<file path="src/rtl/exhaustive_stim_gen.sv">
// exhaustive_stim_gen: walks a WIDTH-bit stimulus through every combination,
// holds each vector HOLD cycles, and folds the DUT response sampled at the end
// of each hold into a 16-bit MISR signature.
// Build option: define STIM_GEN_GRAY_EN to present vectors in Gray-code order
// (stim = vec_idx ^ (vec_idx >> 1)); otherwise stim equals vec_idx.
module exhaustive_stim_gen #(
  parameter int WIDTH  = 3,
  parameter int HOLD   = 100,
  parameter int RESP_W = 2
) (
  input  logic              clk,
  input  logic              rst_n,
  input  logic              start,
  input  logic              stop,
  input  logic [RESP_W-1:0] resp,
  output logic [WIDTH-1:0]  stim,
  output logic [WIDTH-1:0]  vec_idx,
  output logic              sample,
  output logic              busy,
  output logic              done,
  output logic [15:0]       signature
);

  localparam int CW = (HOLD < 1) ? 1 : $clog2(HOLD + 1);
  localparam logic [CW-1:0] LAST_CNT = CW'(HOLD - 1);
  localparam logic [WIDTH-1:0] LAST_VEC = {WIDTH{1'b1}};
  localparam logic [15:0] SEED = 16'hFFFF;

  typedef enum logic [1:0] {
    IDLE = 2'd0,
    RUN  = 2'd1,
    DONE = 2'd2
  } state_t;

  state_t            state, state_nx;
  logic [CW-1:0]     hold_cnt, hold_cnt_nx;
  logic [WIDTH-1:0]  vec_nx;
  logic [WIDTH-1:0]  stim_nx;
  logic [15:0]       sig_nx;

  // One MISR step: shift with feedback taps 15/13/12/10, then fold in resp.
  function automatic logic [15:0] misr_step(input logic [15:0] s,
                                            input logic [RESP_W-1:0] r);
    logic fb;
    fb = s[15] ^ s[13] ^ s[12] ^ s[10];
    return {s[14:0], fb} ^ 16'(r);
  endfunction

  // Map a vector index to the pattern actually driven onto the DUT pins.
  function automatic logic [WIDTH-1:0] to_stim(input logic [WIDTH-1:0] v);
`ifdef STIM_GEN_GRAY_EN
    return v ^ (v >> 1);
`else
    return v;
`endif
  endfunction

  assign sample = (state == RUN) && (hold_cnt == LAST_CNT);
  assign busy   = (state == RUN);
  assign done   = (state == DONE);

  // Next-state and next-datapath decode; stop takes priority over a sample.
  always_comb begin
    state_nx    = state;
    hold_cnt_nx = hold_cnt;
    vec_nx      = vec_idx;
    sig_nx      = signature;
    case (state)
      IDLE, DONE: begin
        if (start && !stop) begin
          state_nx    = RUN;
          hold_cnt_nx = '0;
          vec_nx      = '0;
          sig_nx      = SEED;
        end
      end
      RUN: begin
        if (stop) begin
          state_nx    = IDLE;
          hold_cnt_nx = '0;
          vec_nx      = '0;
        end else if (sample) begin
          sig_nx      = misr_step(signature, resp);
          hold_cnt_nx = '0;
          vec_nx      = vec_idx + WIDTH'(1);
          if (vec_idx == LAST_VEC) begin
            state_nx = DONE;
          end
        end else begin
          hold_cnt_nx = hold_cnt + CW'(1);
        end
      end
      default: begin
        state_nx    = IDLE;
        hold_cnt_nx = '0;
        vec_nx      = '0;
      end
    endcase
    stim_nx = to_stim(vec_nx);
  end

  // FSM state register.
  always_ff @(posedge clk or negedge rst_n) begin
    if (!rst_n) begin
      state <= IDLE;
    end else begin
      state <= state_nx;
    end
  end

  // Hold counter, vector index, registered stimulus and signature.
  always_ff @(posedge clk or negedge rst_n) begin
    if (!rst_n) begin
      hold_cnt  <= '0;
      vec_idx   <= '0;
      stim      <= '0;
      signature <= SEED;
    end else begin
      hold_cnt  <= hold_cnt_nx;
      vec_idx   <= vec_nx;
      stim      <= stim_nx;
      signature <= sig_nx;
    end
  end

endmodule

</file>
<file path="config.mk">
export PLATFORM = sky130hd
export DESIGN_NAME = exhaustive_stim_gen
export DESIGN_NICKNAME = d
export VERILOG_FILES = /design/src/rtl/exhaustive_stim_gen.sv
export SDC_FILE = /design/constraint.sdc
export NUM_CORES = 1
export LEC_CHECK = 0
export BUFFER_PORTS_ARGS = -buffer_cell sky130_fd_sc_hd__buf_2
export CAP_MARGIN = 25
export CORE_ASPECT_RATIO = 0.5
export CORE_MARGIN = 8
export CORE_UTILIZATION = 30
export DETAILED_ROUTE_END_ITERATION = 8
export SKIP_CTS_REPAIR_TIMING = 1
export SLEW_MARGIN = 20
export SYNTH_ARGS = -nofsm -noshare
export SYNTH_HDL_FRONTEND = slang
export SYNTH_SLANG_ARGS = --single-unit
export TNS_END_PERCENT = 1
</file>
<file path="constraint.sdc">
create_clock -name clk -period 3 [get_ports clk]
set_clock_uncertainty 0.15 [all_clocks]
set_input_delay 0.45 -clock clk [delete_from_list [all_inputs] [get_ports clk]]
set_output_delay 0.45 -clock clk [all_outputs]
set_load 0.01 [all_outputs]
</file>
==> reports/metrics.cfg, run 1 <==
[floorplan]
die_area_um2=6830
ios=31
initial_core_util=0.305
row_count=17
die_y_um=62.6
coreArea_um2=4280
fp.dieW_um=109

[clocking]
cts_tree=done
clock_tree.root_cell=clkbuf_8
cts.sinks=28
htree_levels=1
clk_path_buf_depth=2
cts_made_buffers=3
clkLatencyLatePin_ns=0.28
clk_pin_slew_ns=0.10

[outcome]
status=complete, no violations

[synthesis]
yosys.area_share.simple=0.113
ys.flop_type=dfstp_2
ys_top_cells_by_count=16 x dfstp_2, 14 x o22a_1, 12 x dfrtp_1
synth_fa_ha_area_frac=0.0288
synthXorXnorAreaFrac=0.0471
ys_ff_latch=28
synth_edf_count=0
yosysMostFrequentCell=dfstp_2
ys_seq_area_frac=0.553
ys_top_cells_by_area=dfstp_2 32%, dfrtp_1 23%, o22a_1 9.4%
synth_async_sr_flop_share=1.00
yosys_warnings=0
synth_compound_area_frac=0.219
syn_inst=106
synth.net_count=115
synth_top_family_by_area=compound AO/OA/AOI/OAI gates
synth_top_cell_by_area=dfstp_2
synth_area_um2=1300
synth_cell_type_count=30
synth_top_area_frac=0.323
syn_area_per_cell_um2=12.3
synthMuxAreaShare=0

[placed_design]
port_buffers=30
place_hpwl_um=2160
gp_congestion=0.709

[setup_path]
r2r-start=hold_cnt[0]$_DFFE_PN0P_
critPathCaptureType=output port
path_max_fanout=6
path_buf_inv=2
critPathKind=reg2out
rrSetupSlack_ns=1.12
cpMaxStageDelayCell=dfrtp_1
critPathLaunch=hold_cnt[0]$_DFFE_PN0P_
crit_path_start_kind=flip-flop
crit_family=flip-flops
cpPeakStageDelay_ns=0.42
worstPathRequired_ns=2.40
reg2reg_depth=5
r2r-end=signature[2]$_DFFE_PN1P_
crit_arrival_ns=1.50
critical_path.cell_chain=ha_1, and2b_1, nand3_2, inv_1, buf_2

[detailed_routing]
totalWireLength_um=2810
drc=0
viasPerCell=4.90
dr.pass1.iters=4
ant_nets=0
drt-initial-drc-count=55
wl_per_cell_um=14.6
vias=941

[timing]
slew_viol_final=0
setup_viol=0
fin_hold_ws_ns=0.0238
fin_crit_sh=0.700
rsz0062_at_grt=no
hold_violations=0
fin_crit_ns=2.10
max_freq_ghz=0.476
slew-limit-headroom=0.594
worstMarginPinSlew_ns=0.609
tns_ns=0

[final_layout]
multi_input_area_um2=532
n_antenna_cell=0
layout-drive-gt1-share=0.430
synthToLayoutAreaGrowth_pct=19.5
fillers=413
nets=145
regArea_um2=721

[power]
powerDensity_nw_per_um2=467
power_leakage_uw=0.000643
vdd_drop_max_v=0.000162

[global_routing]
met2_usage=0.111
grt.busiest_layer=met1
grt_pass1_wl_um=4800
grt-ovfl-total=0
grt_max_degree=29
antenna_found_initial=0
use_met1=0.134
grt_pass1_vias=940
met3_usage=0.0267
gr-usage-all-layers=0.0879

[min_path]
min_path_type=in2async

[run]
cap_violations=0

per-layer routing:
layer,part of all wire,vias up
met1,0.54,466
met4,0.018,0
met3,0.064,5
met5,0,-
li1,-,443
met2,0.38,27
stage by stage:
step | area (um^2) | setup WS [ns] | std cells | util | total power [uW]
2_1_floorplan | 1300 | 1.39 | 106 | - | 420
3_3_place_gp | 1490 | 1.19 | 188 | 0.347 | 437
3_5_place_dp | 1490 | 1.16 | 188 | 0.347 | 438
4_1_cts | 1560 | 0.898 | 192 | 0.364 | 736
5_1_grt | 1560 | 0.804 | 192 | 0.364 | 760
6_report | 1560 | 0.899 | 192 | 0.364 | 727
cells in the final DEF (no fill, tap or decap), types with 3 or more instances in the layout:
cell       n
ha_1       3
nor2_1     5
buf_2     30
inv_1      3
and2b_1    3
a21oi_1    3
clkbuf_8   3
o21ai_1    4
dfrtp_1   12
o22a_1    14
o21ai_0    4
xnor2_1    4
dfstp_2   16
nand2_1    6
xor2_1     3
state kept, by name, indices dropped and copies added, names as in the netlist:
signal,flops
signature,16
hold_cnt,7
vec_idx,3
state,2
logic make-up (layout without fill, tap and decap cells):
family          count (synthesis)  in the layout
simple gates                   25             25
fa+ha+maj                       3              3
xor+xnor                        7              7
flops                          28             28
buf+inv                         8             37
compound gates                 35             35
worst reg2reg max path, cell delays in order, from the launching register on:
cell and delay, ns:
dfrtp_1 0.40, ha_1 0.21, and2b_1 0.27, nand3_2 0.15
a21oi_4 0.44, o22a_1 0.22
power by group:
part	internal, uW	switching (uW)
registers	383	5.18
logic	13.6	29.7
clock network	179	117
total	575	152
final cells by class:
class | count | share of cell area
Multi-Input combinational cell | 70 | 0.342
Clock inverter | 1 | 0.0193
Clock buffer | 3 | 0.0265
Sequential cell | 28 | 0.463
Timing Repair Buffer | 30 | 0.0965
Inverter | 3 | 0.00723
Tap cell | 57 | 0.0458
worst max path at each step:
stage	cells past startpoint	slack [ns]	endpoint
floorplan	4	1.39	sample
global placement	5	1.19	signature[4]$_DFFE_PN1P_
detailed placement	5	1.16	signature[6]$_DFFE_PN1P_
CTS	5	0.90	sample
global route	5	0.80	sample
finish	5	0.90	sample
Note: power is estimated with default switching activity, not from simulation.
==> run 2: changes to the inputs <==
==> constraint.sdc (replaced) <==
create_clock -name clk -period 1.9 [get_ports clk]
set_clock_uncertainty 0.15 [all_clocks]
set_input_delay 0.285 -clock clk [delete_from_list [all_inputs] [get_ports clk]]
set_output_delay 0.285 -clock clk [all_outputs]
set_load 0.01 [all_outputs]
==> run 2 against run 1 <==
- critical path depth stayed put
- global-route usage is 0.93 points higher
- core utilization is 2.1 points higher
- final area is 5.8% higher
- wire length is 11% higher
- largest cell class unchanged
==> reports/metrics.cfg, run 2 (synthesis gave the netlist of run 1 again) <==
[clocking]
cts.sinks=28
cts_tree=done
clock_tree.root_cell=clkbuf_8
htree_levels=1
clkLatencyLatePin_ns=0.27
clk_path_buf_depth=2
cts_made_buffers=3
clk_pin_slew_ns=0.10

[min_path]
min_path_cells=2
hp-start=stop
min_path_type=in2reg
whs_endpoint=state[0]$_DFFE_PN0P_

[final_layout]
fillers=412
n_antenna_cell=0
nets=152
final_common_cell=buf_2
largest_register_ffs=16
regMostFlops=signature
synthToLayoutAreaGrowth_pct=26.4
reg_top3=signature x16, hold_cnt x7, vec_idx x3
final_cell_mix=29 x buf_2, 16 x dfstp_2, 14 x o22a_1, 11 x dfrtp_1, 6 x nand2_1
layout-drive-gt1-share=0.472

[setup_path]
crit_family=flip-flops
cpPeakStageDelay_ns=0.41
cpMaxStageDelayCell=dfrtp_1
path_max_fanout=5
rrSetupSlack_ns=0.15
r2r-start=hold_cnt[0]$_DFFE_PN0P_
crit_path_start_kind=flip-flop
critPathKind=reg2out
crit_arrival_ns=1.43
path_buf_inv=2
critical_path.cell_chain=ha_2, and2b_2, nand3_4, inv_1, buf_6
r2r-end=vec_idx[1]$_DFFE_PN0P_
reg2reg_depth=6
worstPathRequired_ns=1.46
critPathCaptureType=output port

[power]
vdd_drop_max_v=0.000321
powerDensity_nw_per_um2=708
power_leakage_uw=0.000680

[floorplan]
fp.dieW_um=109
die_y_um=62.6
die_area_um2=6830
row_count=17
initial_core_util=0.305
ios=31
coreArea_um2=4280

[timing]
fin_hold_ws_ns=0.0887
tns_ns=0
worstMarginPinSlew_ns=0.608
fin_crit_sh=0.979
setup_viol=0
slew_viol_final=0
max_freq_ghz=0.538
fin_crit_ns=1.86
hold_violations=0
slew-limit-headroom=0.595

[global_routing]
grt_pass1_wl_um=5370
gr-usage-all-layers=0.0972
antenna_found_initial=0
grt_max_degree=29
grt_pass1_vias=1067
grt-ovfl-total=0

[run]
cap_violations=0

[detailed_routing]
ant_nets=0
drt-initial-drc-count=40
vias=960
wl_per_cell_um=15.6
dr.pass1.iters=4
viasPerCell=4.82
drc=0
totalWireLength_um=3110

[placed_design]
gp_congestion=0.769
port_buffers=30
place_hpwl_um=2360

[outcome]
status=complete, no violations

==> run 2: area by class of cell <==
cell class	count	area, um^2	area share
clock buffer	3	41.3	0.0251
clock inverter	1	30.0	0.0182
inverter	3	11.3	0.00684
multi-input combinational	70	547	0.332
sequential	28	722	0.438
tap	57	71.3	0.0433
timing repair buffer	37	224	0.136
==> run 2: worst register-to-register path: stages, from the launching register on <==
cell       delay [ns]
dfrtp_1          0.39
ha_2             0.21
and2b_2          0.22
buf_4            0.13
a21oi_2          0.06
nor2_1           0.33
o2bb2ai_1        0.13
==> run 2: worst max path at each step <==
stage                            startpoint                        to  slack [ns]  cells after the start
finish              hold_cnt[1]$_DFFE_PN0P_                    sample        0.04                      5
global route        hold_cnt[0]$_DFFE_PN0P_    vec_idx[2]$_DFFE_PN0P_       -0.02                      6
CTS                 hold_cnt[0]$_DFFE_PN0P_                    sample       -0.04                      5
detailed placement                     stop   hold_cnt[5]$_DFFE_PN0P_        0.16                      5
global placement                       stop   hold_cnt[6]$_DFFE_PN0P_        0.25                      5
floorplan           hold_cnt[0]$_DFFE_PN0P_  signature[0]$_DFFE_PN1P_        0.31                      6
==> run 2: metrics by stage <==
step	setup WS [ns]	total power [uW]	instances	util	cell area [um^2]
floorplan	0.308	663	106	-	1300
detailed placement	0.156	699	189	0.352	1510
global route	-0.0215	1220	199	0.385	1650
CTS	-0.0380	1170	193	0.369	1580
finish	0.0398	1170	199	0.385	1650
global placement	0.254	694	189	0.352	1510
==> run 2: power breakdown <==
group	switching (uW)	internal (uW)	total, uW
logic	50.9	30.1	81.0
clock network	188	282	470
registers	9.04	605	614
==> run 2: metal layers <==
metal	wire (um)	vias to the layer above	track usage
met5	0	-	0
met4	42	0	0.0200
met3	149	4	0.0309
met2	1360	25	0.141
met1	1560	475	0.137
li1	-	456	-
